===== config.mk =====
export PLATFORM = sky130hd
export DESIGN_NAME = alarm_ctrl
export DESIGN_NICKNAME = d
export VERILOG_FILES = /design/src/rtl/alarm_ctrl.sv
export SDC_FILE = /design/constraint.sdc
export NUM_CORES = 1
export LEC_CHECK = 0
export CORE_AREA = 3 3 83 85
export CTS_BUF_LIST = sky130_fd_sc_hd__clkbuf_16
export CTS_CLUSTER_SIZE = 30
export DETAILED_ROUTE_END_ITERATION = 8
export DIE_AREA = 0 0 86 88
export GPL_TIMING_DRIVEN = 0
export PLACE_DENSITY_LB_ADDON = 0.08
export SLEW_MARGIN = 0
export SYNTH_ARGS = -nofsm -noshare
export SYNTH_HDL_FRONTEND = slang
export SYNTH_SLANG_ARGS = --single-unit

===== constraint.sdc =====
create_clock -name clk -period 5 [get_ports clk]
set_input_delay 0.75 -clock clk [delete_from_list [all_inputs] [get_ports clk]]
set_output_delay 0.75 -clock clk [all_outputs]
set_load 0.005 [all_outputs]

===== src/rtl/alarm_ctrl.sv =====
// Alarm-clock controller: alarm time registers, IDLE/ARMED/RING/SNOOZE sequencing and buzzer square wave.
// One-cycle trig-to-RING latency; no backpressure, every input pulse is acted on in the cycle it arrives.
module alarm_ctrl #(
  parameter int RING_SECS   = 60,
  parameter int SNOOZE_SECS = 540,
  parameter int BLINK_DIV   = 25_000_000
) (
  input  logic       clk,
  input  logic       reset_n,
  input  logic       s_tick,
  input  logic [4:0] hour,
  input  logic [5:0] min,
  input  logic [5:0] sec,
  input  logic       inc_h,
  input  logic       inc_m,
  input  logic       arm,
  input  logic       snooze,
  input  logic       stop,
  output logic [4:0] alarm_h,
  output logic [5:0] alarm_m,
  output logic       ringing,
  output logic       buzz,
  output logic [1:0] state_o
);

  localparam int               BW          = (BLINK_DIV > 1) ? $clog2(BLINK_DIV) : 1;
  localparam logic [BW-1:0]    BLINK_LAST  = BW'(BLINK_DIV - 1);
  localparam logic [10:0]      RING_LIM    = 11'(RING_SECS);
  localparam logic [10:0]      SNOOZE_LIM  = 11'(SNOOZE_SECS);

  typedef enum logic [1:0] {
    IDLE   = 2'd0,
    ARMED  = 2'd1,
    RING   = 2'd2,
    SNOOZE = 2'd3
  } state_t;

  state_t        state_q;
  logic [4:0]    alarm_h_q, alarm_h_d;
  logic [5:0]    alarm_m_q, alarm_m_d;
  logic          match_q;
  logic [9:0]    sec_cnt_q;
  logic [9:0]    sec_cnt_sat;
  logic [10:0]   sec_inc;
  logic [BW-1:0] blink_cnt_q;
  logic          buzz_q;
  logic          ringing_q;
  logic          match;
  logic          trig;
  logic          ring_done;
  logic          snooze_done;

  // match uses the alarm registers before any same-cycle increment lands
  assign match       = (hour == alarm_h_q) && (min == alarm_m_q) && (sec == 6'd0);
  assign trig        = match && !match_q;
  assign sec_inc     = {1'b0, sec_cnt_q} + 11'd1;
  assign sec_cnt_sat = (sec_cnt_q == 10'h3FF) ? sec_cnt_q : sec_inc[9:0];
  assign ring_done   = s_tick && (sec_inc >= RING_LIM);
  assign snooze_done = s_tick && (sec_inc >= SNOOZE_LIM);

  assign alarm_h_d = (alarm_h_q == 5'd23) ? 5'd0 : alarm_h_q + 5'd1;
  assign alarm_m_d = (alarm_m_q == 6'd59) ? 6'd0 : alarm_m_q + 6'd1;

  always_ff @(posedge clk or negedge reset_n) begin
    if (!reset_n) begin
      alarm_h_q <= 5'd6;
      alarm_m_q <= 6'd0;
      match_q   <= 1'b1;
    end else begin
      match_q <= match;
      if (inc_h) alarm_h_q <= alarm_h_d;
      if (inc_m) alarm_m_q <= alarm_m_d;
    end
  end

  always_ff @(posedge clk or negedge reset_n) begin
    if (!reset_n) begin
      state_q     <= IDLE;
      sec_cnt_q   <= 10'd0;
      blink_cnt_q <= '0;
      buzz_q      <= 1'b0;
      ringing_q   <= 1'b0;
    end else begin
      sec_cnt_q   <= 10'd0;
      blink_cnt_q <= '0;
      buzz_q      <= 1'b0;
      ringing_q   <= 1'b0;
      case (state_q)
        IDLE: begin
          if (arm) state_q <= ARMED;
        end
        ARMED: begin
          if (!arm) begin
            state_q <= IDLE;
          end else if (trig) begin
            state_q   <= RING;
            ringing_q <= 1'b1;
            buzz_q    <= 1'b1;
          end
        end
        RING: begin
          if (!arm || stop) begin
            state_q <= arm ? ARMED : IDLE;
          end else if (snooze) begin
            state_q <= SNOOZE;
          end else if (ring_done) begin
            state_q <= ARMED;
          end else begin
            ringing_q <= 1'b1;
            sec_cnt_q <= s_tick ? sec_cnt_sat : sec_cnt_q;
            if (blink_cnt_q == BLINK_LAST) begin
              blink_cnt_q <= '0;
              buzz_q      <= ~buzz_q;
            end else begin
              blink_cnt_q <= blink_cnt_q + 1'b1;
              buzz_q      <= buzz_q;
            end
          end
        end
        SNOOZE: begin
          if (!arm || stop) begin
            state_q <= arm ? ARMED : IDLE;
          end else if (snooze_done) begin
            state_q   <= RING;
            ringing_q <= 1'b1;
            buzz_q    <= 1'b1;
          end else begin
            sec_cnt_q <= s_tick ? sec_cnt_sat : sec_cnt_q;
          end
        end
        default: state_q <= IDLE;
      endcase
    end
  end

  assign alarm_h = alarm_h_q;
  assign alarm_m = alarm_m_q;
  assign ringing = ringing_q;
  assign buzz    = buzz_q;
  assign state_o = state_q;

endmodule


Word-level counts from Yosys, hierarchy flattened
Cells that the tools add are included.
{"block": "word_totals", "out_inout_bits": 15, "wordCells": 78, "ff_bits": 51, "input_bits": 25}
{"block": "op_classes", "magnitude_cmp": 2, "n_reduce_logical": 11, "add_sub_neg": 4, "bitwise": 1, "mux": 38, "n_eq_ne": 14}
{"operator": "2-to-1 mux 25 bit", "count": 5}
{"operator": "2-to-1 mux 10 bit", "count": 7}
{"operator": "adder 25 x 1 -> 25 bit, second input constant", "count": 1}
{"operator": "== test 25 bit, second input constant", "count": 1}
{"operator": "one-hot mux 10 bit (2 select lines)", "count": 1}
{"operator": "2-to-1 mux 2 bit", "count": 8}
{"operator": "2-to-1 mux 1 bit", "count": 12}
{"operator": "adder 10 x 1 -> 11 bit, second input constant", "count": 1}
{"operator": ">= comparator 11 x 10 -> 1 bit, second input constant", "count": 1}
{"operator": ">= comparator 11 x 6 -> 1 bit, second input constant", "count": 1}
{"operator": "== test 10 bit, second input constant", "count": 1}
{"operator": "one-hot mux 2 bit (4 select lines)", "count": 1}
{"operator": "adder 6 x 1 -> 6 bit, second input constant", "count": 1}
{"operator": "== test 6 bit", "count": 1}
{"operator": "== test 6 bit, second input constant", "count": 1}
{"operator": "logical NOT 6 bit", "count": 1}
{"operator": "2-to-1 mux 6 bit", "count": 1}
{"operator": "!= test 3 bit, second input constant", "count": 2}
{"operator": "one-hot mux 1 bit (3 select lines)", "count": 2}
{"operator": "adder 5 x 1 -> 5 bit, second input constant", "count": 1}
{"operator": "== test 5 bit", "count": 1}
{"operator": "== test 5 bit, second input constant", "count": 1}
{"operator": "logical AND 1 bit", "count": 5}
{"operator": "2-to-1 mux 5 bit", "count": 1}
{"operator": "10 further kinds", "count": 12}

Longest topological paths before layout
{"block": "logic_depth", "depth_word": 7, "mapped_depth": 8, "mapped_depth_nobuf": 7}

Worst setup path before layout
OpenSTA, ideal clock, no wires.
{"block": "synth_path", "path_kind": "in2reg", "from": "in stop", "to": "reg state_q[0], in the netlist state_o[0]", "path_stages": 5, "arrival_time_ns": 2.033, "path_buffers": 0, "setup_ns": 0.126, "slack_ns": 2.840, "required_ns": 4.874, "cell_sequence": "nor2_1 > nand3_1 > a2111oi_4 > nor2_2 > a311o_1"}
{"block": "synth_between", "elab_chain_len": 3, "elab_cells_between_ends": 7, "cone_classes": "2 x eq/ne; 3 x mux; 2 x reduce/logical"}
{"item": "start, declared", "line": "18", "source": "input logic stop,"}
{"item": "logical OR 1 bit *", "line": "102, 121"}
{"item": "!= test 4 bit (no line), or another cell as far along"}
{"item": "AND reduction 4 bit (no line) / one-hot mux 2 bit (4 select lines) (equally long branches)"}
{"item": "end signal, assigned", "line": "103", "source": "state_q <= arm ? ARMED : IDLE;"}
{"item": "end signal, assigned", "line": "122", "source": "state_q <= arm ? ARMED : IDLE;"}
{"item": "end, declared", "line": "38", "source": "state_t state_q;"}
Mark *: on every way between the ends. The rest lies on a longest branch, timed or not.
A chain may end at the register's enable or synchronous reset.

Final worst setup path
Ends and elaborated chain as after synthesis.

==> results.md <==
- Status: completed
- Total negative slack for setup checks: 0 ns
- Setup Crit Path Kind: in2reg
- Crit-path cells: clkdlybuf4s50_1 > nor2_1 > nand3_1 > a2111oi_4 > nor2_2 > a311o_1
- Period minus WS final: 2.44 ns
- Placement-stage cell area: 3350 um^2
- Number of H-tree levels: 2
- Number of enable-type register cells in the synthesized netlist: 0
- Static leakage: 0.00142 uW
- Top Ports: 40
- Post-detailed-route wirelength per cell: 14.2 um
- Fraction of the mapped netlist area in adder cells: 2.19%
- Number of nets in the final layout: 365
- Max-cap violations: 0
- Post-synthesis share of cell area spent on and, or, nand and nor gates: 24.8%
- 1st-pass router iterations: 4
- Top FF cell, synth: sky130_fd_sc_hd__dfrtp_1
- Gate count after technology mapping: 288
- Critical path startpoint category: input port
- Slew HR: 59.6%
- Slowest CP cell: sky130_fd_sc_hd__a2111oi_4
- Endpoint class of the critical path: flop
- Required time worst endpoint: 5.17 ns
- Reg2Reg Launch Point: sec_cnt_q[2]
- Post-synth cell types: 54
- Reg2Reg Depth: 6
- Mapped Nets: 318
- Cell type with the largest total area after synthesis: sky130_fd_sc_hd__dfrtp_1
- Clock slew at the register clock pins of the worst setup and hold paths: 0.07 ns
- Overall die width: 86 um
- Area overhead of the layout relative to synthesis: 22.6%
- Number of global-route vias before repair: 2,084
- Number of hold-repair buffers added at the cts stage: 0
- Antenna diode count: 0
- Worst-skew pair later-pin latency: 0.29 ns
- Total congestion overflow: 0
- Netlist area before placement: 2850 um^2
- Floorplan die height: 88 um
- Initial antenna violation count: 0
- PostCTS Resize Cnt: 0
- Multiplexer share of the synthesized area: 2.24%
- Per-cell via count in the routed design: 5.17
- Peak ir drop on the vdd network: 0.000282 V
- Maximum number of pins on one net before global-route repair: 28
- Worst min path class: in2async
- Global router's overall resource usage: 16.7%
- Synthesized area per cell: 9.90 um^2
- Top-area cell type share of the netlist area: 42.1%
- Final Skew: 0.00683 ns
- Total clock sinks: 51
- Remaining antenna violation count after routing: 0
- Total Wirelength: 5880 um
- Final weighted congestion in routability-driven placement: 0.748
- Iteration-0 DRC count of the detailed router: 59
- Wire length of the first global-routing pass: 10,100 um
- Ratio of cells with drive above 1 in the final layout: 10.4%
- CTS root buffer: sky130_fd_sc_hd__clkbuf_16
- Largest cells by area after synthesis: sky130_fd_sc_hd__dfrtp_1 42%, sky130_fd_sc_hd__xor2_1 10%, sky130_fd_sc_hd__nor2_1 6.2%
- Die Area: 7570 um^2
- Slowest stage delay, CP: 0.51 ns
- Number of vias after detailed routing: 2,137
- Clk buf depth: 2
- Initial Util: 45.4%
- Clock tree from TritonCTS: yes
- Total Power: 1110 uW
- Synth Area in XOR/XNOR: 14.1%
- Setup repair after global routing missed its margin: no
- Max-slew violation count: 0
- Crit path arrival time: 2.61 ns
- DRC Markers: 0
- Final cell area excluding filler cells: 3490 um^2
- Core footprint: 6280 um^2
- Compound-Gate Fraction of Synth Area: 9.00%
- Main combinational cell family by area after synthesis: simple AND/OR/NAND/NOR gates
- Number of cell rows: 29
- Number of input and output port buffers inserted: 39
- Capture instance of the worst register-to-register path: state_o[0]
- Flip-flop and latch count after synthesis: 51
- Sequential element share of the synthesized area: 44.9%
- HPWL after detailed placement: 4260 um
- Number of failing setup endpoints in the final timing report: 0
- Maximum achievable frequency: 410 MHz
- Fraction of the cycle the final worst path needs: 48.8%
- Setup fix buffers added after clock tree synthesis: 0
- YS warnings: 0
- CP Max Fanout: 5
- Final count of hold timing violations: 0
- Transition time of the tightest slew-check pin: 0.600 ns
- Power density over cell area: 317 nW/um^2
- Worst reg-to-reg setup slack: 2.68 ns
- Post-synthesis async set-or-reset flop share: 100%
- Total clock buffers created by CTS: 5
[cell families after synthesis]
| group | Yosys count |
|---|---|
| AO/OA/AOI/OAI | 29 |
| XOR/XNOR | 46 |
| buffers and inverters | 14 |
| multiplexers | 6 |
| flip-flops | 51 |
| AND/OR/NAND/NOR | 137 |
| adder cells (fa/ha/maj) | 5 |
[metal layers]
metal  up-vias  wire (um)  track usage (%)
li1       1096          -                -
met1      1010       2770             23.1
met2        29       2900             27.1
met3         2        173             3.10
met4         0         31             3.88
met5         -          0                0
[power breakdown]
group	total (uW)	internal, uW	switching (uW)	leakage, uW
registers	529	461	67.8	0.000684
logic	244	151	92.2	0.000662
clock network	336	184	152	0.0000750
[worst max-delay path, delay by kind of cell]
| kind | cells | cell delay [ns] |
|---|---|---|
| AND/OR/NAND/NOR | 3 | 0.57 |
| buffers and inverters | 1 | 0.40 |
| AO/OA/AOI/OAI | 2 | 0.88 |
[state kept, by name (all words and copies together) (netlist names)]
signal,count
sec_cnt_q,10
ringing,1
alarm_m,6
state_o,2
buzz,1
blink_cnt_q,25
alarm_h,5
match_q,1
[metrics by stage]
stage,hold WS (ns),setup slack [ns],utilization [%],instances
after floorplan,0.454,2.84,-,288
after global placement,0.505,1.57,53.2,404
after detailed placement,0.503,2.24,53.4,405
after CTS,0.484,2.54,55.7,413
after global routing,0.496,2.44,55.7,413
final,0.465,2.56,55.7,413
[final cells by class]
type                       instances  area, um^2
fill                             576        2780
multi-input combinational        223        1490
sequential                        51        1280
timing repair buffer              40         405
clock buffer                       5         125
tap                               77        96.3
buffer                             9        57.6
inverter                           5        18.8
clock inverter                     3        17.5
[how the worst max path moves through the flow]
stage / from / end / slack, ns / cells after the start
global route: stop / state_o[0] / 2.44 / 6
CTS: stop / state_o[0] / 2.54 / 6
finish: stop / state_o[0] / 2.56 / 6
floorplan: stop / state_o[0] / 2.84 / 5
global placement: reset_n / sec_cnt_q[4] / 1.57 / 1
detailed placement: stop / state_o[0] / 2.24 / 6
[placed cells by master (no fill, tap or decap), drive strengths merged, types with 4 or more instances in the layout]
master         synthesis  routed
nand2                 25      25
nand4                  9       9
buf                    5       7
nand3                 16      16
clkdlybuf4s50          0      38
a21oi                  4       4
nor3                   7       7
inv                    5       6
ha                     5       5
xor2                  34      34
nor4                   6       6
dfrtp                 48      48
and3                   9       9
o21ai                  9       9
xnor2                 12      12
nor2                  50      50
clkbuf                 4       9
[cells in the mapped netlist, types with 4 or more instances]
| master | instances |
|---|---|
| sky130_fd_sc_hd__dfrtp_1 | 48 |
| sky130_fd_sc_hd__nor2_1 | 47 |
| sky130_fd_sc_hd__xor2_1 | 34 |
| sky130_fd_sc_hd__nand2_1 | 24 |
| sky130_fd_sc_hd__nand3_1 | 15 |
| sky130_fd_sc_hd__xnor2_1 | 12 |
| sky130_fd_sc_hd__and3_1 | 9 |
| sky130_fd_sc_hd__nand4_1 | 8 |
| sky130_fd_sc_hd__nor3_1 | 6 |
| sky130_fd_sc_hd__nor4_1 | 6 |
| sky130_fd_sc_hd__o21ai_0 | 6 |
| sky130_fd_sc_hd__ha_1 | 5 |
| sky130_fd_sc_hd__inv_1 | 5 |
| sky130_fd_sc_hd__a21oi_1 | 4 |
| sky130_fd_sc_hd__clkbuf_1 | 4 |
Power figures use the tool's default switching activity.
